$ cat config.mk
export PLATFORM = sky130hd
export DESIGN_NAME = spi_slave_axi_master
export DESIGN_NICKNAME = d
export VERILOG_FILES = /design/src/rtl/spi_slave_pkg.sv /design/src/rtl/spi_slave_axi_master.sv
export SDC_FILE = /design/constraint.sdc
export NUM_CORES = 1
export LEC_CHECK = 0
export BUFFER_PORTS_ARGS = -buffer_cell sky130_fd_sc_hd__buf_2
export CAP_MARGIN = 25
export CORE_AREA = 2 2 173 175
export CTS_CLUSTER_DIAMETER = 200
export DETAILED_ROUTE_END_ITERATION = 10
export DIE_AREA = 0 0 175 177
export PLACE_DENSITY = 0.67
export SETUP_SLACK_MARGIN = 0.15
export SYNTH_ARGS = -nofsm -noshare
export SYNTH_HDL_FRONTEND = slang
export SYNTH_SLANG_ARGS = --single-unit
$ cat constraint.sdc
create_clock -name axi_aclk -period 10.73 [get_ports axi_aclk]
set_input_delay 2.146 -clock axi_aclk [delete_from_list [all_inputs] [get_ports axi_aclk]]
set_output_delay 2.146 -clock axi_aclk [all_outputs]
set_load 0.02 [all_outputs]
$ cat src/rtl/spi_slave_pkg.sv
// Shared types and AXI constants for the SPI slave system-side AXI master.
// FSM encoding plus fixed AXI field values.
package spi_slave_pkg;

  typedef enum logic [2:0] {
    IDLE,
    WR_DATA,
    WR_AW_W,
    WR_B,
    RD_AR,
    RD_R,
    RD_PUSH
  } state_t;

  localparam logic [1:0] AXI_RESP_OKAY  = 2'b00;
  localparam logic [1:0] AXI_BURST_INCR = 2'b01;
  localparam logic [2:0] AXI_SIZE_32    = 3'b010;

endpackage

$ cat src/rtl/spi_slave_axi_master.sv
// Turns SPI address tokens and write words into single-beat AXI4 accesses;
// read words are prefetched one at a time into the TX FIFO.
module spi_slave_axi_master
  import spi_slave_pkg::*;
#(
  parameter int AXI_ADDR_WIDTH = 32,
  parameter int AXI_DATA_WIDTH = 64,
  parameter int AXI_ID_WIDTH   = 6,
  parameter int AXI_USER_WIDTH = 6
) (
  input  logic                        axi_aclk,
  input  logic                        axi_aresetn,
  input  logic [31:0]                 rx_addr,
  input  logic                        rx_rd_wr,
  input  logic                        rx_addr_valid,
  output logic                        rx_addr_ready,
  input  logic [31:0]                 rx_wdata,
  input  logic                        rx_wdata_valid,
  output logic                        rx_wdata_ready,
  output logic [31:0]                 tx_rdata,
  output logic                        tx_rdata_valid,
  input  logic                        tx_rdata_ready,
  input  logic [15:0]                 wrap_length,
  output logic                        resp_err,
  output logic [AXI_ID_WIDTH-1:0]     axi_awid,
  output logic [AXI_ADDR_WIDTH-1:0]   axi_awaddr,
  output logic [7:0]                  axi_awlen,
  output logic [2:0]                  axi_awsize,
  output logic [1:0]                  axi_awburst,
  output logic [2:0]                  axi_awprot,
  output logic [3:0]                  axi_awcache,
  output logic                        axi_awlock,
  output logic [3:0]                  axi_awqos,
  output logic [3:0]                  axi_awregion,
  output logic [AXI_USER_WIDTH-1:0]   axi_awuser,
  output logic                        axi_awvalid,
  input  logic                        axi_awready,
  output logic [AXI_DATA_WIDTH-1:0]   axi_wdata,
  output logic [AXI_DATA_WIDTH/8-1:0] axi_wstrb,
  output logic                        axi_wlast,
  output logic [AXI_USER_WIDTH-1:0]   axi_wuser,
  output logic                        axi_wvalid,
  input  logic                        axi_wready,
  input  logic [AXI_ID_WIDTH-1:0]     axi_bid,
  input  logic [1:0]                  axi_bresp,
  input  logic [AXI_USER_WIDTH-1:0]   axi_buser,
  input  logic                        axi_bvalid,
  output logic                        axi_bready,
  output logic [AXI_ID_WIDTH-1:0]     axi_arid,
  output logic [AXI_ADDR_WIDTH-1:0]   axi_araddr,
  output logic [7:0]                  axi_arlen,
  output logic [2:0]                  axi_arsize,
  output logic [1:0]                  axi_arburst,
  output logic [2:0]                  axi_arprot,
  output logic [3:0]                  axi_arcache,
  output logic                        axi_arlock,
  output logic [3:0]                  axi_arqos,
  output logic [3:0]                  axi_arregion,
  output logic [AXI_USER_WIDTH-1:0]   axi_aruser,
  output logic                        axi_arvalid,
  input  logic                        axi_arready,
  input  logic [AXI_ID_WIDTH-1:0]     axi_rid,
  input  logic [AXI_DATA_WIDTH-1:0]   axi_rdata,
  input  logic [1:0]                  axi_rresp,
  input  logic                        axi_rlast,
  input  logic [AXI_USER_WIDTH-1:0]   axi_ruser,
  input  logic                        axi_rvalid,
  output logic                        axi_rready
);

  localparam int AW = AXI_ADDR_WIDTH;
  localparam int OW = AXI_ADDR_WIDTH - 2;

  state_t        state, nxt;
  logic [AW-1:0] base, addr, addr_adv;
  logic [OW-1:0] off, off_nxt;
  logic [31:0]   wword, rword;
  logic          live, aw_done, w_done;
  logic          load, adv, cap, latch_w, err_set;
  logic          unused_in;

  assign unused_in = ^{axi_bid, axi_buser, axi_rid, axi_rlast, axi_ruser};

  assign axi_awid     = '0;
  assign axi_awaddr   = addr;
  assign axi_awlen    = 8'd0;
  assign axi_awsize   = AXI_SIZE_32;
  assign axi_awburst  = AXI_BURST_INCR;
  assign axi_awprot   = 3'd0;
  assign axi_awcache  = 4'd0;
  assign axi_awlock   = 1'b0;
  assign axi_awqos    = 4'd0;
  assign axi_awregion = 4'd0;
  assign axi_awuser   = '0;
  assign axi_wlast    = 1'b1;
  assign axi_wuser    = '0;
  assign axi_arid     = '0;
  assign axi_araddr   = addr;
  assign axi_arlen    = 8'd0;
  assign axi_arsize   = AXI_SIZE_32;
  assign axi_arburst  = AXI_BURST_INCR;
  assign axi_arprot   = 3'd0;
  assign axi_arcache  = 4'd0;
  assign axi_arlock   = 1'b0;
  assign axi_arqos    = 4'd0;
  assign axi_arregion = 4'd0;
  assign axi_aruser   = '0;

  // 32-bit words ride in the lane picked by address bit 2
  if (AXI_DATA_WIDTH == 64) begin : g_dw64
    assign axi_wdata = {2{wword}};
    assign axi_wstrb = addr[2] ? 8'hF0 : 8'h0F;
    assign rword     = addr[2] ? axi_rdata[63:32] : axi_rdata[31:0];
  end else if (AXI_DATA_WIDTH == 32) begin : g_dw32
    assign axi_wdata = wword;
    assign axi_wstrb = 4'hF;
    assign rword     = axi_rdata;
  end else begin : g_bad
    $error("AXI_DATA_WIDTH must be 32 or 64");
  end

  always_comb begin
    off_nxt = off + 1'b1;
    if (wrap_length != 16'd0 && off_nxt == OW'(wrap_length))
      off_nxt = '0;
    addr_adv = base + {off_nxt, 2'b00};
  end

  always_comb begin
    nxt            = state;
    load           = 1'b0;
    adv            = 1'b0;
    cap            = 1'b0;
    latch_w        = 1'b0;
    err_set        = 1'b0;
    rx_addr_ready  = 1'b0;
    rx_wdata_ready = 1'b0;
    axi_awvalid    = 1'b0;
    axi_wvalid     = 1'b0;
    axi_bready     = 1'b0;
    axi_arvalid    = 1'b0;
    axi_rready     = 1'b0;
    unique case (state)
      IDLE: begin
        rx_addr_ready = live;
        if (live && rx_addr_valid) begin
          load = 1'b1;
          nxt  = rx_rd_wr ? RD_AR : WR_DATA;
        end
      end
      WR_DATA: begin
        rx_wdata_ready = 1'b1;
        rx_addr_ready  = !rx_wdata_valid;
        if (rx_wdata_valid) begin
          latch_w = 1'b1;
          nxt     = WR_AW_W;
        end else if (rx_addr_valid) begin
          load = 1'b1;
          nxt  = rx_rd_wr ? RD_AR : WR_DATA;
        end
      end
      WR_AW_W: begin
        axi_awvalid = !aw_done;
        axi_wvalid  = !w_done;
        if ((aw_done || axi_awready) && (w_done || axi_wready))
          nxt = WR_B;
      end
      WR_B: begin
        axi_bready = 1'b1;
        if (axi_bvalid) begin
          adv     = 1'b1;
          err_set = axi_bresp != AXI_RESP_OKAY;
          nxt     = WR_DATA;
        end
      end
      RD_AR: begin
        axi_arvalid = 1'b1;
        if (axi_arready) nxt = RD_R;
      end
      RD_R: begin
        axi_rready = 1'b1;
        if (axi_rvalid) begin
          cap     = 1'b1;
          adv     = 1'b1;
          err_set = axi_rresp != AXI_RESP_OKAY;
          nxt     = RD_PUSH;
        end
      end
      RD_PUSH: begin
        rx_addr_ready = tx_rdata_ready;
        if (tx_rdata_ready) begin
          if (rx_addr_valid) begin
            load = 1'b1;
            nxt  = rx_rd_wr ? RD_AR : WR_DATA;
          end else begin
            nxt = RD_AR;
          end
        end
      end
      default: nxt = IDLE;
    endcase
  end

  always_ff @(posedge axi_aclk or negedge axi_aresetn) begin
    if (!axi_aresetn) begin
      state          <= IDLE;
      live           <= 1'b0;
      base           <= '0;
      addr           <= '0;
      off            <= '0;
      wword          <= '0;
      aw_done        <= 1'b0;
      w_done         <= 1'b0;
      tx_rdata       <= '0;
      tx_rdata_valid <= 1'b0;
      resp_err       <= 1'b0;
    end else begin
      state    <= nxt;
      live     <= 1'b1;
      resp_err <= err_set;
      if (load) begin
        base <= AW'(rx_addr);
        addr <= AW'(rx_addr);
        off  <= '0;
      end else if (adv) begin
        addr <= addr_adv;
        off  <= off_nxt;
      end
      if (latch_w) wword <= rx_wdata;
      if (state == WR_AW_W && nxt == WR_B) begin
        aw_done <= 1'b0;
        w_done  <= 1'b0;
      end else begin
        if (axi_awvalid && axi_awready) aw_done <= 1'b1;
        if (axi_wvalid && axi_wready) w_done <= 1'b1;
      end
      if (cap) begin
        tx_rdata       <= rword;
        tx_rdata_valid <= 1'b1;
      end else if (state == RD_PUSH && tx_rdata_ready) begin
        tx_rdata_valid <= 1'b0;
      end
    end
  end

endmodule

==> impl.org, run 1 <==
** Clocking
- TritonCTS created 17 clock buffers.
- Clock-pin transition on the worst setup and hold timing paths :: 70 ps
- The tree is rooted in a sky130_fd_sc_hd__clkbuf_16.
- In this run the number of H-tree levels came out at 4.
- Once the clock tree was built, the setup fixing pass inserted 0 buffers.
- Counting every sink on the clock net gives 166.
- Clk_lat worst skew :: 430 ps
- In this run, post-CTS hold repair placed 0 buffers.
- The clock passes through at most 2 buffers.
- In this run, post-CTS repair resized a total of 0 instances.
- TritonCTS built the clock tree.

** Critical path
- Crit Path Max Fanout :: 14
- CP max stage delay :: 770 ps
- Traced cell by cell, the critical path runs through buf_2, nor4_1, and4_1, a211o_1, a2111o_1, nor4_2, nand4_1, nor2_1, nor2_1, ha_1, inv_1, fa_1, nor2b_1, o2111ai_1, nand4_1, a41o_1, o311ai_0, a211oi_1, o22ai_1, nand2_1, maj3_1, o211a_1, mux2i_1, nand3_1.
- Reg-to-reg startpoint :: off[0]
- Arrival time of data at the critical path endpoint :: 8250 ps
- Launching instance or port of the critical path :: wrap_length[5]
- Slowest cell on the critical path :: sky130_fd_sc_hd__nor2_1
- Kind of start point of the critical path :: primary input
- The worst setup path is captured at a flop.
- STA puts the critical path data required time at 11040 ps.
- The critical path is of the in2reg type.

** Global route
- Met2 GRT Util :: 0.351
- Global routing usage on met1 :: 0.299
- Via count of the first global-routing pass :: 9299
- met2 is the most crowded layer.
- The initial antenna violation count came to 0.
- For met3 alone, demand over resource in global routing was 0.0498.
- Largest net degree at the start of global routing :: 104
- Wire length of the first global-routing pass :: 52.7 mm
- Summed over all layers, the global routing overflow is 0.
- Total global routing track utilization :: 0.218

** Place
- Port Buffers :: 335
- HPWL after detailed placement :: 26.1 mm
- The congestion estimate from routability-driven global placement came to 0.908.

** Route
- Dividing the detail-routed wire length by the instance count gives 18.0 um.
- In the routed design, unresolved DRC markers number 0.
- Number of antenna-violating nets in the routed design :: 0
- DR iter-0 viols :: 782
- Final Routed Wirelength :: 34.6 mm
- Using the TritonRoute via totals, the vias-per-cell ratio works out to 5.17.
- Summing over every cut layer, the via total after detailed routing is 9933.
- 1st-pass router iterations :: 8

** Power
- Maximum ir drop on the vdd rail :: 152 uV
- Summed over all cells, the static leakage comes to 6.44 nW.
- The design draws 3.51 mW.
- For this design the ratio of total power to cell area is 268 mW/mm^2.

** Die
- Starting density of the core :: 0.391
- From bottom edge to top edge, the die measures 177 um.
- In this run the core area contains 63 standard-cell rows.
- The floorplan step set the die width to 175 um.
- The total area inside the core boundary comes to 0.0292 mm^2.
- For this design the top-level I/O count stands at 450.
- Die Outline Area :: 0.0310 mm^2

** Yosys
- The cell area that synthesis handed to floorplanning was 0.0114 mm^2.
- Sorting the synthesized cells by how often they occur yields 216 x sky130_fd_sc_hd__nand2_1, 166 x sky130_fd_sc_hd__dfrtp_1, 164 x sky130_fd_sc_hd__buf_4, 93 x sky130_fd_sc_hd__o21ai_0, 69 x sky130_fd_sc_hd__nor2_1.
- Yosys mapped the design onto 89 distinct sky130hd cell types.
- Synth Instances :: 1306
- Most common cell in the synthesized netlist :: sky130_fd_sc_hd__nand2_1
- Of the synthesized area, sequential elements account for 0.364.
- The average instance in the mapped netlist occupies 8.75 um^2.
- The Yosys step of the flow raised 0 warnings.
- Async SR Flop Fraction :: 1.00
- Synthesis inferred 166 register bits.
- Of the post-synthesis cell area, the dominant cell type holds 0.364.
- The synthesized design spends more area on one cell type than any other, namely sky130_fd_sc_hd__dfrtp_1.
- By area the synthesized netlist is led by sky130_fd_sc_hd__dfrtp_1 36%, sky130_fd_sc_hd__buf_4 11%, sky130_fd_sc_hd__nand2_1 7.1%.
- The synthesized design contains 0 enable-type register cells.
- For this run, the leading register cell type out of synthesis is sky130_fd_sc_hd__dfrtp_1.

** STA
- The worst pin sits at a relative slew slack of 0.373.
- Final Hold Violating Endpoints :: 0
- Slew at the pin closest to its max-slew limit :: 917 ps
- The worst path needs 7940 ps of the cycle, external delays included.
- Top achievable clock speed :: 126 MHz
- The count of pins over their slew limit was 0.
- Setup violations remaining at the end of the flow were counted as 0.
- Dividing the final minimum period by the clock period gives 0.740.
- Setup repair after global routing left no endpoint under its margin.
- Between clock sinks in the finished design, the worst skew comes to 17.0 ps.
- After routing, the total negative slack on setup checks comes to 0 ps.

** Cells and area
- From synthesis to final layout, the design area changed by 14.7%.
- In the final design database the tool counted 1728 nets.
- In the final layout, the share of cells above drive strength 1 is 0.288.
- Counting the fill cells in the layout gives 2926.
- Storage cell area :: 0.00416 mm^2
- Diode count :: 0
- For this run, the share of the core covered by cells in the final layout is 0.448.
- Summing all multi-input logic gate instances after layout gives 0.00600 mm^2.

** Run
- Max_cap viols :: 0

** Outcome
- Result of the run :: complete, no violations

** Min path
- Hold wc startpoint :: tx_rdata[26]
- Path category of the worst min-delay check :: reg2reg
[critical path: cells and delay by family]
family	cells	cell delay [ps]
simple gates	10	2330
fa+ha+maj	3	850
mux	1	160
buf+inv	2	210
compound gates	8	2550
[power by group]
| group | total (mW) | switching, mW | internal (mW) | leakage, nW |
|---|---|---|---|---|
| registers | 1.11 | 0.228 | 0.877 | 2.09 |
| logic | 1.74 | 1.13 | 0.613 | 4.05 |
| clock network | 0.665 | 0.290 | 0.375 | 0.302 |
| total | 3.51 | 1.65 | 1.86 | 6.44 |
[cells in the final DEF, fill, tap and decap left out, types with 32 or more instances in the layout]
cell type	count
sky130_fd_sc_hd__buf_2	334
sky130_fd_sc_hd__nand2_1	216
sky130_fd_sc_hd__dfrtp_1	165
sky130_fd_sc_hd__o21ai_0	93
sky130_fd_sc_hd__conb_1	90
sky130_fd_sc_hd__nor2_1	68
sky130_fd_sc_hd__xnor2_1	46
sky130_fd_sc_hd__mux2i_1	36
sky130_fd_sc_hd__mux2_2	35
sky130_fd_sc_hd__a21oi_1	32
sky130_fd_sc_hd__nand3_1	32
[through the flow]
step,hold slack [ps],cell area (um^2),setup WS (ps),cells
CTS,480,13100,2910,1922
global placement,455,12500,2590,1891
floorplan,440,11800,3840,1394
global route,509,13100,2480,1923
finish,476,13100,2790,1923
detailed placement,461,12500,2470,1891
[worst paths after layout]
path / to / slack [ps] / cells past startpoint
min in group asynchronous: tx_rdata[15] / 1480 / 1
max in group asynchronous: axi_araddr[2] / 7590 / 3
setup reg to reg: axi_araddr[28] / 3090 / 23
hold / removal: tx_rdata[26] / 480 / 2
setup / recovery: axi_araddr[28] / 2790 / 24
hold reg to reg: tx_rdata[26] / 480 / 2
[cells by family (layout without fill, tap and decap cells)]
group	after synthesis	count (layout)	share of synthesized area
AND/OR/NAND/NOR	453	453	0.190
buffers and inverters	256	395	0.141
AO/OA/AOI/OAI	253	253	0.145
flip-flops	166	166	0.364
XOR/XNOR	74	74	0.0610
multiplexers	72	72	0.0670
adder cells (fa/ha/maj)	30	30	0.0323
other	2	90	0.000657
[registers in the layout, indices dropped and copies added, names as in the netlist]
signal / count
axi_araddr: 32
base: 32
tx_rdata: 32
wword: 32
off: 30
state: 3
aw_done: 1
live: 1
resp_err: 1
tx_rdata_valid: 1
w_done: 1
[routing by layer]
layer / share of wire / vias up
met5: 0 / -
met4: 0.015 / 0
met3: 0.076 / 37
met2: 0.46 / 428
met1: 0.45 / 4749
li1: - / 4719
[final cells by class]
| class | instances | share of cell area |
|---|---|---|
| clock buffer | 17 | 0.0325 |
| clock inverter | 14 | 0.0146 |
| inverter | 19 | 0.00544 |
| multi-input combinational | 972 | 0.458 |
| sequential | 166 | 0.317 |
| tap | 390 | 0.0372 |
| timing repair buffer | 345 | 0.136 |
No activity file was read; power rests on OpenSTA's default activity.
==> run 2: changes to the inputs <==
--- a/config.mk
+++ b/config.mk
@@ -11,7 +11,7 @@
 export CTS_CLUSTER_DIAMETER = 200
 export DETAILED_ROUTE_END_ITERATION = 10
 export DIE_AREA = 0 0 175 177
-export PLACE_DENSITY = 0.67
+export PLACE_DENSITY = 0.69
 export SETUP_SLACK_MARGIN = 0.15
 export SYNTH_ARGS = -nofsm -noshare
 export SYNTH_HDL_FRONTEND = slang
==> constraint.sdc (replaced) <==
create_clock -name axi_aclk -period 7.14 [get_ports axi_aclk]
set_input_delay 1.428 -clock axi_aclk [delete_from_list [all_inputs] [get_ports axi_aclk]]
set_output_delay 1.428 -clock axi_aclk [all_outputs]
set_load 0.02 [all_outputs]
==> impl.org, run 2 (synthesis gave the netlist of run 1 again) <==
** Cells and area
- Nets :: 1740 (+0.69%)
- Utilization after layout :: 0.452 (+0.00364)
- The share of final-layout standard cells stronger than drive strength 1 was 0.294 (+0.00553).
- Leaving out fill and tap cells, the most frequent cell in the layout is sky130_fd_sc_hd__buf_2.
- Layout-stage area growth over the synthesis result :: 15.7%
- In the layout the commonest cells are 334 x sky130_fd_sc_hd__buf_2, 216 x sky130_fd_sc_hd__nand2_1, 165 x sky130_fd_sc_hd__dfrtp_1, 93 x sky130_fd_sc_hd__o21ai_0, 90 x sky130_fd_sc_hd__conb_1.
- The design area was 0.0132 mm^2 (+0.81%).

** STA
- The worst-margin pin slew was 856 ps (-60.8 ps).
- The setup TNS is 0 ps (unchanged).
- The worst hold slack was 472 ps (-3.19 ps).
- The setup skew after layout came to 11.5 ps (-5.45 ps).
- The clock period could shrink to 6540 ps.
- The count of pins over their slew limit is 0 (unchanged).
- Ratio of final minimum period to clock period :: 0.916
- Worst slew slack as a fraction of its limit :: 0.429 (+0.0563)
- The count of final setup violators came to 0 (unchanged).
- Top achievable clock speed :: 153 MHz
- Unrepaired setup endpoints after global routing :: false
- Final Hold Violating Endpoints :: 0 (unchanged)

** Route
- The total wire length after detailed routing is 34.8 mm (+0.71%).
- Average routed wire per standard cell :: 18.0 um (about the same)
- The detail-routed via count per cell was 5.15 (-0.33%).
- The number of routed nets with antenna violations is 0 (unchanged).
- DR iter-0 viols :: 732 (-6.4%)
- The first-pass detailed-route iteration total is 5 (-3).
- The number of DRC violations after detailed routing came to 0 (unchanged).
- The via count of the routed design was 9967 (+0.34%).

** Clocking
- Setup Buffers After CTS :: 0 (unchanged)
- Number of instances resized during post-cts repair :: 0 (unchanged)
- Clock sink count :: 166 (unchanged)
- Total clock buffers created by CTS :: 17 (unchanged)
- The insertion delay of the later-clocked pin in the worst-skew pair was 440 ps (about the same).
- The count of hold-fix buffers inserted at cts was 0 (unchanged).
- The clock transition at the register clock pins on the worst setup and hold paths after CTS is 70 ps (about the same).
- The level count of the clock H-tree is 4 (unchanged).
- Clk Tree Root Cell :: sky130_fd_sc_hd__clkbuf_16
- Number of buffers on the longest clock path :: 2 (unchanged)
- TritonCTS clock tree :: done

** Global route
- The number of global-route vias before repair is 9262 (-0.40%).
- Total global routing track utilization :: 0.223 (+0.00449)
- Largest net degree at the start of global routing :: 69 (-34%)
- The total grt overflow came to 0 (unchanged).
- Number of antenna violations at the first check in global routing :: 1 (+1)
- Wire length of the first global-routing pass :: 53.3 mm (+1.0%)

** Place
- The placed cell area was 0.0126 mm^2 (+0.72%).
- HPWL after detailed placement :: 26.8 mm (+2.9%)
- The count of port buffers added during placement came to 335 (unchanged).
- The final RePlAce weighted congestion is 0.921 (+1.5%).

** Critical path
- Capture instance of the worst register-to-register path :: axi_araddr[28]
- The setup path with the least slack is of type reg2reg.
- Worst Reg-to-Reg Cells :: 24 (+4.3%)
- Crit Path Max Fanout :: 7 (-7)
- In this run the worst setup path begins at off[0].
- The setup slack of the worst register-to-register path was 600 ps (-2490 ps).
- Crit. End Element :: flop
- The required time reported for the critical path endpoint came to 7450 ps (-3590 ps).
- Reg-to-reg startpoint :: off[0]
- Arrival time of data at the critical path endpoint :: 6850 ps (-1400 ps)
- Kind of start point of the critical path :: flop

** Run
- The max-cap violation count came to 0 (unchanged).

** Min path
- Hold Path Stages :: 2 (unchanged)
- For hold timing, the worst endpoint is base[1].
- The worst hold path begins at base[1].
- The min-delay analysis places its worst path in the category reg2reg.

** Die
- The die extent in x is 175 um (unchanged).
- Placeable core region :: 0.0292 mm^2 (unchanged)
- The vertical extent of the die came to 177 um (unchanged).
- I/O pins :: 450 (unchanged)
- Starting density of the core :: 0.391 (unchanged)
- Die Outline Area :: 0.0310 mm^2 (unchanged)
- The count of standard-cell rows was 63 (unchanged).

** Power
- Power density normalized to cell area :: 401 mW/mm^2 (+50%)
- The standby leakage power was 6.50 nW (+0.99%).
- Maximum ir drop on the vdd rail :: 281 uV (+85%)
- The power consumption came to 5.30 mW (+51%).

** Outcome
- Result of the run :: complete, no violations
==> run 2: cell types whose count changed in the layout (fill, tap and decap cells not counted), sizes merged <==
cell      change
inv           -6
bufinv        +1
buf          +12
diode         +1
clkinvlp      +2
clkbuf        +3
==> run 2: worst max-delay path, stage by stage, from the launching register on <==
cell,delay [ps]
sky130_fd_sc_hd__dfrtp_1,520
sky130_fd_sc_hd__ha_1,330
sky130_fd_sc_hd__and4_1,450
sky130_fd_sc_hd__nand2_1,180
sky130_fd_sc_hd__a211o_1,340
sky130_fd_sc_hd__a2111o_1,420
sky130_fd_sc_hd__nor4_2,370
sky130_fd_sc_hd__nand4_1,160
sky130_fd_sc_hd__nor2_1,340
sky130_fd_sc_hd__nor2_1,100
sky130_fd_sc_hd__ha_1,230
sky130_fd_sc_hd__inv_1,80
sky130_fd_sc_hd__fa_1,180
sky130_fd_sc_hd__nor2b_1,70
sky130_fd_sc_hd__o2111ai_1,280
sky130_fd_sc_hd__nand4_1,180
sky130_fd_sc_hd__a41o_1,320
sky130_fd_sc_hd__o311ai_0,400
sky130_fd_sc_hd__a211oi_1,120
sky130_fd_sc_hd__o22ai_1,290
sky130_fd_sc_hd__nand2_1,160
sky130_fd_sc_hd__maj3_1,420
sky130_fd_sc_hd__o211a_1,230
sky130_fd_sc_hd__mux2i_1,160
sky130_fd_sc_hd__nand3_1,90
==> run 2: worst max path at each step <==
stage                     endpoint  cells past startpoint
detailed placement  axi_araddr[28]                     24
global route        axi_araddr[28]                     24
global placement    axi_araddr[28]                     24
finish              axi_araddr[28]                     24
CTS                 axi_araddr[28]                     23
floorplan           axi_araddr[28]                     24
==> run 2: where the power goes <==
part	internal, mW	leakage (nW)	total [mW]	switching (mW)
registers	1.32	2.09	1.67	0.355
clock network	0.595	0.293	0.993	0.398
logic	0.935	4.12	2.63	1.69
==> run 2: final cells by class <==
class | count | area (um^2)
Antenna cell | 1 | 2.50
Clock buffer | 20 | 447
Clock inverter | 11 | 174
Fill cell | 2909 | 16000
Inverter | 19 | 71.3
Multi-Input combinational cell | 972 | 6020
Sequential cell | 166 | 4160
Tap cell | 390 | 488
Timing Repair Buffer | 357 | 1860
==> run 2: metrics by stage <==
step | worst slack (ps) | std cells
after global placement | 462 | 1903
after CTS | 559 | 1934
after floorplan | 971 | 1394
after global routing | 193 | 1936
final | 601 | 1936
after detailed placement | 401 | 1903
==> run 2: layer usage <==
layer	wire length, um	share of wire	vias up	track usage
met3	2780	0.080	48	0.0546
li1	-	-	4739	-
met5	0	0	-	0
met4	806	0.023	0	0.0767
met2	15700	0.45	420	0.347
met1	15500	0.45	4760	0.303
